File: src/rtl/unidade_controle_jogo.sv
// Game control unit: Moore FSM sequencing menu, move timing, map scrolling and win/lose.
// Outputs are registered from the next-state decode, so they always match db_estado.
module unidade_controle_jogo (
  input  logic       clock,
  input  logic       reset,
  input  logic       iniciar,
  input  logic       confirma,
  input  logic       colisao,
  input  logic       fim_espera,
  input  logic       fim_mapa,
  output logic       zeraPosicoes,
  output logic       resetaVidas,
  output logic       zeraT,
  output logic       contaT,
  output logic       move_drone,
  output logic       desloca_horizontal,
  output logic       escolhe_modo,
  output logic       escolhe_vida,
  output logic       ganhou,
  output logic       perdeu,
  output logic       pronto,
  output logic [3:0] db_estado
);

  typedef enum logic [3:0] {
    INICIAL  = 4'h0,
    PREPARA  = 4'h1,
    MODO     = 4'h2,
    VIDA     = 4'h3,
    INICIA   = 4'h4,
    ESPERA   = 4'h5,
    DESLOCA  = 4'h6,
    VERIFICA = 4'h7,
    CARREGA  = 4'h8,
    GANHOU   = 4'h9,
    PERDEU   = 4'hA
  } estado_t;

  estado_t     estado_r;
  estado_t     proximo_s;
  logic        iniciar_r;
  logic        confirma_r;
  logic        iniciar_borda_s;
  logic        confirma_borda_s;
  logic [10:0] saidas_r;

  // Bit order: zeraPosicoes, resetaVidas, zeraT, contaT, move_drone, desloca_horizontal,
  // escolhe_modo, escolhe_vida, ganhou, perdeu, pronto.
  function automatic logic [10:0] decodifica(input estado_t e);
    case (e)
      PREPARA: decodifica = 11'b111_0000_0000;
      MODO:    decodifica = 11'b000_0001_0000;
      VIDA:    decodifica = 11'b000_0000_1000;
      INICIA:  decodifica = 11'b001_0000_0000;
      ESPERA:  decodifica = 11'b000_1100_0000;
      DESLOCA: decodifica = 11'b001_0010_0000;
      GANHOU:  decodifica = 11'b000_0000_0101;
      PERDEU:  decodifica = 11'b000_0000_0011;
      default: decodifica = 11'b000_0000_0000;
    endcase
  endfunction

  assign iniciar_borda_s  = iniciar & ~iniciar_r;
  assign confirma_borda_s = confirma & ~confirma_r;

  // State, edge-detect history and output registers; edge history resets high so held levels do not count.
  always_ff @(posedge clock) begin
    if (reset) begin
      estado_r   <= INICIAL;
      iniciar_r  <= 1'b1;
      confirma_r <= 1'b1;
      saidas_r   <= 11'b0;
    end else begin
      estado_r   <= proximo_s;
      iniciar_r  <= iniciar;
      confirma_r <= confirma;
      saidas_r   <= decodifica(proximo_s);
    end
  end

  // Next-state logic; collision takes priority over reaching the map end.
  always_comb begin
    proximo_s = INICIAL;
    case (estado_r)
      INICIAL:  proximo_s = iniciar_borda_s ? PREPARA : INICIAL;
      PREPARA:  proximo_s = MODO;
      MODO:     proximo_s = confirma_borda_s ? VIDA : MODO;
      VIDA:     proximo_s = confirma_borda_s ? INICIA : VIDA;
      INICIA:   proximo_s = ESPERA;
      ESPERA:   proximo_s = fim_espera ? DESLOCA : ESPERA;
      DESLOCA:  proximo_s = CARREGA;
      CARREGA:  proximo_s = VERIFICA;
      VERIFICA: begin
        if (colisao) begin
          proximo_s = PERDEU;
        end else if (fim_mapa) begin
          proximo_s = GANHOU;
        end else begin
          proximo_s = ESPERA;
        end
      end
      GANHOU:   proximo_s = iniciar_borda_s ? PREPARA : GANHOU;
      PERDEU:   proximo_s = iniciar_borda_s ? PREPARA : PERDEU;
      default:  proximo_s = INICIAL;
    endcase
  end

  assign db_estado          = estado_r;
  assign zeraPosicoes       = saidas_r[10];
  assign resetaVidas        = saidas_r[9];
  assign zeraT              = saidas_r[8];
  assign contaT             = saidas_r[7];
  assign move_drone         = saidas_r[6];
  assign desloca_horizontal = saidas_r[5];
  assign escolhe_modo       = saidas_r[4];
  assign escolhe_vida       = saidas_r[3];
  assign ganhou             = saidas_r[2];
  assign perdeu             = saidas_r[1];
  assign pronto             = saidas_r[0];

endmodule
File: config.mk
export PLATFORM = sky130hd
export DESIGN_NAME = unidade_controle_jogo
export DESIGN_NICKNAME = d
export VERILOG_FILES = /design/src/rtl/unidade_controle_jogo.sv
export SDC_FILE = /design/constraint.sdc
export NUM_CORES = 1
export LEC_CHECK = 0
export ABC_AREA = 1
export BUFFER_PORTS_ARGS = -buffer_cell sky130_fd_sc_hd__buf_2
export CORE_UTILIZATION = 49
export CTS_CLUSTER_SIZE = 8
export DETAILED_ROUTE_END_ITERATION = 10
export PLACE_DENSITY = 0.78
export SLEW_MARGIN = 20
export SYNTH_ARGS = -nofsm -noshare
export SYNTH_HDL_FRONTEND = slang
export SYNTH_SLANG_ARGS = --single-unit
File: constraint.sdc
create_clock -name clock -period 2.1 [get_ports clock]
set_clock_uncertainty 0.2 [all_clocks]
set_input_delay 0.525 -clock clock [delete_from_list [all_inputs] [get_ports clock]]
set_output_delay 0.525 -clock clock [all_outputs]
set_load 0.01 [all_outputs]
==> impl_metrics.env, run 1 <==
export IMPL_worstMarginPinSlew_ns=0.295
export IMPL_drive_gt1_frac=0.324
export IMPL_power_switching_uw=123
export IMPL_critPathMaxFanout=4
export IMPL_period_needed_ns=1.75
export IMPL_area_growth_pct=17.6
export IMPL_grt_first_pass_wirelength_mm=2.74
export IMPL_power_density_mw_per_mm2=555
export IMPL_setup_violations=0
export IMPL_critPathLaunchType="flop"
export IMPL_crit_required_ns=2.09
export IMPL_fin_setup_tns_ns=0
export IMPL_drtIter0Drc=13
export IMPL_clk_latency_ns=0.29
export IMPL_synth_top_cell_by_area="dfxtp_1"
export IMPL_async_flop_share=0
export IMPL_relSlewSlack=0.802
export IMPL_highest_layer="met4"
export IMPL_viasPerCell=4.75
export IMPL_synth_edf_count=0
export IMPL_cts_resized=0
export IMPL_first_pass_iters=4
export IMPL_ys_seq_elements=15
export IMPL_cp_arrival_ns=1.74
export IMPL_cp_buffers_inverters=2
export IMPL_slew_viol_final=0
export IMPL_synth_area_leaders="dfxtp_1, nand2_1, inv_1, nor2_1, nand2_2"
export IMPL_path_cells="inv_1 -> nor2_1 -> nand3_1 -> nand2_1 -> nor2_1 -> nand2_2 -> inv_1 -> ha_1 -> nand4_1 -> nand2_1"
export IMPL_holdWs_ns=0.239
export IMPL_rsz0062_at_grt="no"
export IMPL_yosys_cell_count_top_type="nand2_1"
export IMPL_synth_seq_area_share=0.386
export IMPL_cts_hold_buf=0
export IMPL_clkTransAtPathRegs_ns=0.08
export IMPL_drc=0
export IMPL_routed_wl_mm=1.61
export IMPL_ys_types=16
export IMPL_syn_nets=124
export IMPL_cts_sinks=15
export IMPL_dp_final_hpwl_mm=1.29
export IMPL_fin_crit_sh=0.834
export IMPL_drtAntennaViolNets=0
export IMPL_met3_length_um=51
export IMPL_grt_max_degree=9
export IMPL_cts_root_buffer="clkbuf_4"
export IMPL_cts_path_max_buffers=2
export IMPL_core_mm2=0.00149
export IMPL_io_buffers=21
export IMPL_synth_top_flop_cell="dfxtp_1"
export IMPL_grt_pass1_vias=697
export IMPL_cts_made_buffers=3
export IMPL_outcome="finished, final reports clean"
export IMPL_cap_violations=0
export IMPL_pin_count=22
export IMPL_setup_worst_path_end_class="flop"
export IMPL_final_nets=148
export IMPL_std_cell_rows=14
export IMPL_die_area_mm2=0.00175
export IMPL_grt_antenna_before_repair=0
export IMPL_dr_wl_met2_um=793
export IMPL_die_w_um=41.8
export IMPL_synth_area_per_cell_um2=6.70
export IMPL_synth_cells=116
export IMPL_final_hold_viol_count=0
export IMPL_drt_met1_wl_um=730
export IMPL_swShare=0.243
export IMPL_fillers=148
export IMPL_clkPwrFrac=0.321
export IMPL_cp_slowest_cell="dfxtp_1"
export IMPL_globalplace_congestion=0.777
export IMPL_num_antenna_cells=0
export IMPL_die_h_um=41.8
export IMPL_p_leak_nw=0.544
export IMPL_post_cts_buffers=0
export IMPL_placed_cell_area_um2=887
export IMPL_critPathKind="flop to flop"
export IMPL_power_frac_comb=0.099
export IMPL_p_seq_frac=0.580
export IMPL_initial_core_util=0.522
export IMPL_cts_htree_levels=1
export IMPL_synth_commonest_cells="nand2_1, inv_1, nor2_1"
export IMPL_final_cell_area_um2=913
export IMPL_stdcell_count=155
export IMPL_cts_tree="done"
export IMPL_num_vias=737
export IMPL_peakVddDrop_mv=0.415
export IMPL_syn_area_um2=777
export IMPL_wl_per_cell_um=10.4
export IMPL_grt_use_total=0.208
export IMPL_overflow=0
export IMPL_post_place_cells=151
export IMPL_crit_path_max_incr_delay_ns=0.37
export IMPL_yosys_area_top_type_share=0.386
export IMPL_path_delay_family="simple AND/OR/NAND/NOR gates"
export IMPL_hold_path_class="input pin to flop"
export IMPL_fmax_mhz=571
export IMPL_total_power_uw=507
export IMPL_p_int_uw=383
export IMPL_synth_warnings=0
==> through the flow <==
step | setup WS [ns] | util
6_report | 0.349 | 0.613
5_1_grt | 0.187 | 0.613
4_1_cts | 0.379 | 0.613
3_5_place_dp | 0.292 | 0.596
3_3_place_gp | 0.333 | 0.596
2_1_floorplan | 0.457 | -
==> final timing paths <==
kind,end,slack [ns],startpoint,cells after the start
setup / recovery,saidas_r[8]$_SDFF_PP0_,0.35,db_estado[1]$_SDFF_PP0_,10
hold / removal,confirma_r$_SDFF_PP1_,0.24,confirma,3
setup reg to reg,saidas_r[8]$_SDFF_PP0_,0.35,db_estado[1]$_SDFF_PP0_,10
hold reg to reg,db_estado[0]$_SDFF_PP0_,0.58,iniciar_r$_SDFF_PP1_,7
==> flip-flops by register name, indices dropped and copies added, names as in the netlist <==
register and count:
iniciar_r 1, saidas_r 9, db_estado 4, confirma_r 1
==> layout make-up <==
| cell class | count | area (µm²) | share of cell area |
|---|---|---|---|
| multi-input combinational | 77 | 379 | 0.415 |
| inverter | 22 | 82.6 | 0.0904 |
| tap | 16 | 20.0 | 0.0219 |
| timing repair buffer | 21 | 105 | 0.115 |
| sequential | 15 | 300 | 0.329 |
| clock buffer | 4 | 26.3 | 0.0288 |
==> layout by cell type, fill, tap and decap left out, drive strengths merged <==
| cell type | Yosys | final |
|---|---|---|
| nand2 | 39 | 39 |
| nand4 | 1 | 1 |
| o21ai | 1 | 1 |
| ha | 1 | 1 |
| nand3 | 8 | 8 |
| inv | 22 | 22 |
| nand3b | 2 | 2 |
| buf | 2 | 21 |
| or2 | 1 | 1 |
| nor2 | 24 | 24 |
| clkbuf | 0 | 4 |
| dfxtp | 15 | 15 |
==> worst min-delay path, stage by stage <==
cell	delay, ns
buf_2	0.09
inv_1	0.04
nand2_1	0.05
==> layer usage <==
layer	GRT usage	up-vias
met2	0.350	15
li1	-	388
met4	0.116	0
met1	0.247	329
met3	0.0391	5
met5	0	-
==> cell families after synthesis <==
kind of cell,after synthesis,share of synthesized area
AOI/OAI and AO/OA,1,0.00644
adders and majority gates,1,0.0161
DFF,15,0.386
and+or+nand+nor,75,0.465
buffers and inverters,24,0.126
==> power by group through the flow <==
stage	clock network [mW]	logic, mW	registers [mW]
6_report	0.163	0.0502	0.294
2_1_floorplan	0	0.0303	0.302
5_1_grt	0.175	0.0575	0.295
3_5_place_dp	0	0.0498	0.301
3_3_place_gp	0	0.0488	0.300
4_1_cts	0.163	0.0505	0.294
(Power assumes the default switching activity.)
==> run 2, diff against run 1 <==
--- a/config.mk
+++ b/config.mk
@@ -7,10 +7,10 @@
 export LEC_CHECK = 0
 export ABC_AREA = 1
 export BUFFER_PORTS_ARGS = -buffer_cell sky130_fd_sc_hd__buf_2
-export CORE_UTILIZATION = 49
+export CORE_UTILIZATION = 44
 export CTS_CLUSTER_SIZE = 8
 export DETAILED_ROUTE_END_ITERATION = 10
-export PLACE_DENSITY = 0.78
+export PLACE_DENSITY = 0.74
 export SLEW_MARGIN = 20
 export SYNTH_ARGS = -nofsm -noshare
 export SYNTH_HDL_FRONTEND = slang
==> constraint.sdc (replaced) <==
create_clock -name clock -period 1.4 [get_ports clock]
set_clock_uncertainty 0.2 [all_clocks]
set_input_delay 0.35 -clock clock [delete_from_list [all_inputs] [get_ports clock]]
set_output_delay 0.35 -clock clock [all_outputs]
set_load 0.01 [all_outputs]
==> impl_metrics.env, run 2 (synthesized netlist as in run 1, its figures left out) <==
export IMPL_cap_violations=0
export IMPL_cp_slowest_cell="dfxtp_4"
export IMPL_preCtsSetupSlack_ns=-0.159
export IMPL_cts_path_max_buffers=2
export IMPL_die_w_um=44.0
export IMPL_fin_crit_sh=1.13
export IMPL_regMostFlops="saidas_r"
export IMPL_placed_cell_area_mm2=0.00106
export IMPL_dp_final_hpwl_mm=1.30
export IMPL_peakVddDrop_mv=0.702
export IMPL_stdcell_count=170
export IMPL_cts_made_buffers=3
export IMPL_grt_antenna_before_repair=0
export IMPL_clkTransAtPathRegs_ns=0.08
export IMPL_pin_count=22
export IMPL_grt_use_total=0.204
export IMPL_fmax_mhz=634
export IMPL_violations="negative setup slack"
export IMPL_overflow=0
export IMPL_crit_required_ns=1.38
export IMPL_num_antenna_cells=0
export IMPL_critPathLaunchType="flop"
export IMPL_relSlewSlack=0.840
export IMPL_fin_ws_ns=-0.176
export IMPL_p_leak_nw=0.657
export IMPL_core_mm2=0.00158
export IMPL_largest_reg_flops=9
export IMPL_grt_first_pass_wirelength_mm=2.86
export IMPL_drtAntennaViolNets=0
export IMPL_period_needed_ns=1.58
export IMPL_cts_sinks=15
export IMPL_layout_common_cells="nand2_1, buf_2, inv_1"
export IMPL_setup_worst_path_end_class="flop"
export IMPL_post_place_cells=165
export IMPL_cts_tree="done"
export IMPL_outcome="finished with violations"
export IMPL_area_growth_pct=58.5
export IMPL_drc=0
export IMPL_die_area_mm2=0.00194
export IMPL_final_hold_viol_count=0
export IMPL_clk_latency_ns=0.28
export IMPL_setup_violations=12
export IMPL_power_density_mw_per_mm2=643
export IMPL_critPathMaxFanout=5
export IMPL_first_pass_iters=6
export IMPL_cp_arrival_ns=1.56
export IMPL_drive_gt1_frac=0.623
export IMPL_hold_path_class="input pin to flop"
export IMPL_total_power_uw=792
export IMPL_globalplace_congestion=0.796
export IMPL_std_cell_rows=14
export IMPL_worstMarginPinSlew_ns=0.240
export IMPL_die_h_um=44.0
export IMPL_routed_wl_mm=1.89
export IMPL_viasPerCell=4.72
export IMPL_cts_htree_levels=1
export IMPL_grt_max_degree=10
export IMPL_final_cell_area_mm2=0.00123
export IMPL_critPathKind="flop to flop"
export IMPL_grt_pass1_vias=657
export IMPL_initial_core_util=0.493
export IMPL_final_common_cell="nand2_1"
export IMPL_io_buffers=21
export IMPL_cts_root_buffer="clkbuf_4"
export IMPL_wl_per_cell_um=11.1
export IMPL_crit_path_max_incr_delay_ns=0.38
export IMPL_cts_hold_buf=0
export IMPL_drtIter0Drc=14
export IMPL_slew_viol_final=0
export IMPL_num_vias=803
export IMPL_final_nets=163
export IMPL_rsz0062_at_grt="yes"
export IMPL_path_cells="inv_4 -> nand2_4 -> nor2_4 -> nand2_1 -> nand2_2 -> inv_2 -> nand2_4 -> inv_2 -> ha_4 -> nand4_1 -> nand2_1"
-- run 2: cell types whose count changed in the layout (fill, tap and decap cells not counted), sizes merged --
cell    delta
buf       +15
clkbuf     -1
clkinv     +1
-- run 2: power breakdown --
part	switching (mW)	internal, mW
clock network	0.129	0.106
registers	0.00820	0.430
logic	0.0649	0.0544
total	0.202	0.590
-- run 2: cell type report --
| cell class | instances | area [µm²] |
|---|---|---|
| repair buffers | 36 | 245 |
| multi-input cells | 77 | 533 |
| inverters | 22 | 90.1 |
| clock buffers | 3 | 22.5 |
| clock inverters | 1 | 5.00 |
| well taps | 16 | 20.0 |
| flip-flops and latches | 15 | 315 |
| fillers | 103 | 345 |
-- run 2: through the flow --
stage | hold slack, ns | setup TNS (ns) | util
2_1_floorplan | 0.213 | -0.249 | -
5_1_grt | 0.0638 | -2.34 | 0.781
3_3_place_gp | 0.355 | -0.742 | 0.671
6_report | 0.0764 | -1.25 | 0.781
3_5_place_dp | 0.364 | -0.998 | 0.671
4_1_cts | 0.0719 | -1.07 | 0.743
-- run 2: per-layer routing --
layer  track usage  wire (µm)
met1         0.281        883
met2         0.315        919
met3        0.0735         89
met4        0.0364          0
met5             0          0
-- run 2: path summary, 6_finish.rpt --
| kind | endpoint | slack, ns | startpoint | depth (start not counted) |
|---|---|---|---|---|
| setup / recovery | saidas_r[8]$_SDFF_PP0_ | -0.18 | db_estado[3]$_SDFF_PP0_ | 11 |
| hold / removal | iniciar_r$_SDFF_PP1_ | 0.08 | iniciar | 2 |
| setup reg to reg | saidas_r[8]$_SDFF_PP0_ | -0.18 | db_estado[3]$_SDFF_PP0_ | 11 |
| hold reg to reg | db_estado[2]$_SDFF_PP0_ | 0.57 | confirma_r$_SDFF_PP1_ | 5 |
-- run 2: repair_timing --
item	4_1_cts	5_1_grt
endpoints found under the hold margin	0	0
resized for setup	22	19
buffers inserted	2	3
endpoints found under the setup margin	12	16
pin swaps	20	13
-- run 2: worst max-delay path, delay by kind of cell, from the launching register on --
kind	cells	cell delay, ns
fa+ha+maj	1	0.15
buf+inv	3	0.17
flops	1	0.38
simple gates	7	0.57
==> run 3, diff against run 2 <==
--- a/config.mk
+++ b/config.mk
@@ -10,7 +10,7 @@
 export CORE_UTILIZATION = 44
 export CTS_CLUSTER_SIZE = 8
 export DETAILED_ROUTE_END_ITERATION = 10
-export PLACE_DENSITY = 0.74
+export PLACE_DENSITY = 0.72
 export SLEW_MARGIN = 20
 export SYNTH_ARGS = -nofsm -noshare
 export SYNTH_HDL_FRONTEND = slang
==> impl_metrics.env, run 3 (synthesized netlist as in run 1, its figures left out) <==
export IMPL_fin_setup_tns_ns=-1.24
export IMPL_initial_core_util=0.493
export IMPL_p_leak_nw=0.650
export IMPL_final_hold_viol_count=0
export IMPL_path_cells="inv_4 -> nand2_4 -> nor2_4 -> nand2_2 -> nand2_2 -> nor2_4 -> nand2_4 -> ha_4 -> nand4_1 -> nand2_1"
export IMPL_post_place_cells=165
export IMPL_cts_path_max_buffers=2
export IMPL_relSlewSlack=0.836
export IMPL_cts_root_buffer="clkbuf_4"
export IMPL_grt_max_degree=9
export IMPL_setup_violations=13
export IMPL_drc=0
export IMPL_crit_required_ns=1.39
export IMPL_num_vias=826
export IMPL_die_w_um=44.0
export IMPL_preCtsSetupSlack_ns=-0.170
export IMPL_cp_arrival_ns=1.56
export IMPL_largest_reg_flops=9
export IMPL_drtAntennaViolNets=0
export IMPL_grt_first_pass_wirelength_mm=2.83
export IMPL_fillers=119
export IMPL_std_cell_rows=14
export IMPL_cap_violations=0
export IMPL_drtIter0Drc=25
export IMPL_cts_sinks=15
export IMPL_reg2reg_depth=10
export IMPL_grt_use_total=0.205
export IMPL_regMostFlops="saidas_r"
export IMPL_grt_antenna_before_repair=0
export IMPL_first_pass_iters=6
export IMPL_violations="negative setup slack"
export IMPL_globalplace_congestion=0.800
export IMPL_placed_cell_area_mm2=0.00106
export IMPL_peakVddDrop_mv=0.699
export IMPL_num_antenna_cells=0
export IMPL_fin_crit_sh=1.12
export IMPL_final_nets=163
export IMPL_area_growth_pct=60.5
export IMPL_worstMarginPinSlew_ns=0.246
export IMPL_critPathMaxFanout=4
export IMPL_overflow=0
export IMPL_post_route_util=0.791
export IMPL_die_h_um=44.0
export IMPL_final_cell_area_mm2=0.00125
export IMPL_die_area_mm2=0.00194
export IMPL_core_mm2=0.00158
export IMPL_rsz0062_at_grt="yes"
export IMPL_cts_made_buffers=3
export IMPL_fin_ws_ns=-0.171
export IMPL_final_common_cell="nand2_1"
export IMPL_cp_slowest_cell="dfxtp_4"
export IMPL_setup_worst_path_end_class="flop"
export IMPL_clkTransAtPathRegs_ns=0.08
export IMPL_period_needed_ns=1.57
export IMPL_critPathLaunchType="flop"
export IMPL_fmax_mhz=636
export IMPL_crit_path_max_incr_delay_ns=0.40
export IMPL_pin_count=22
export IMPL_routed_wl_mm=2.00
export IMPL_viasPerCell=4.86
export IMPL_wl_per_cell_um=11.8
export IMPL_io_buffers=21
export IMPL_stdcell_count=170
export IMPL_min_path_cells=2
export IMPL_layout_common_cells="nand2_1, buf_2, inv_1, nor2_4"
export IMPL_clk_latency_ns=0.28
export IMPL_dp_final_hpwl_mm=1.37
export IMPL_cts_tree="done"
export IMPL_drive_gt1_frac=0.591
export IMPL_power_density_mw_per_mm2=647
export IMPL_hold_path_class="input pin to flop"
export IMPL_slew_viol_final=0
export IMPL_critPathKind="flop to flop"
export IMPL_outcome="finished with violations"
export IMPL_cts_htree_levels=1
export IMPL_grt_pass1_vias=671
==> run 3: critical path: cells and delay by family (launching register included) <==
kind	cells	cell delay (ns)
adders and majority gates	1	0.16
buffers and inverters	1	0.05
DFF	1	0.40
and+or+nand+nor	8	0.66
==> run 3: worst paths after layout <==
| path | slack, ns | start | to |
|---|---|---|---|
| setup reg to reg | -0.17 | db_estado[3]$_SDFF_PP0_ | saidas_r[8]$_SDFF_PP0_ |
| setup / recovery | -0.17 | db_estado[3]$_SDFF_PP0_ | saidas_r[8]$_SDFF_PP0_ |
| hold reg to reg | 0.62 | confirma_r$_SDFF_PP1_ | db_estado[2]$_SDFF_PP0_ |
| hold / removal | 0.07 | iniciar | iniciar_r$_SDFF_PP1_ |
==> run 3: routing by layer <==
layer  wire length, µm  GRT usage
met4                36     0.0727
met5                 0          0
met1               891      0.263
met2               977      0.318
met3                98     0.0735
==> run 3: report_power, final <==
part,switching [mW],leakage [nW],internal (mW),total [mW]
logic,0.0667,0.511,0.0589,0.126
clock network,0.132,0.0150,0.111,0.243
registers,0.00902,0.125,0.430,0.439
total,0.208,0.650,0.600,0.807
==> run 3: final cells by class <==
type                    instances  area (µm²)  area share
multi-input cells              77         538       0.431
flip-flops and latches         15         315       0.253
repair buffers                 36         255       0.205
inverters                      22        92.6      0.0742
clock buffers                   4        26.3      0.0211
well taps                      16        20.0      0.0160
==> run 3: per-stage QoR <==
stage               hold WS [ns]  total power, mW
finish                    0.0710            0.807
global route              0.0684            0.840
CTS                       0.0705            0.799
detailed placement         0.372            0.542
global placement           0.352            0.540
floorplan                  0.213            0.499
==> run 3: timing repair <==
item	CTS	global route
setup endpoints to repair	13	16
resized for setup	19	22
hold buffers	0	0
pin swaps	13	8
buffers inserted	1	1
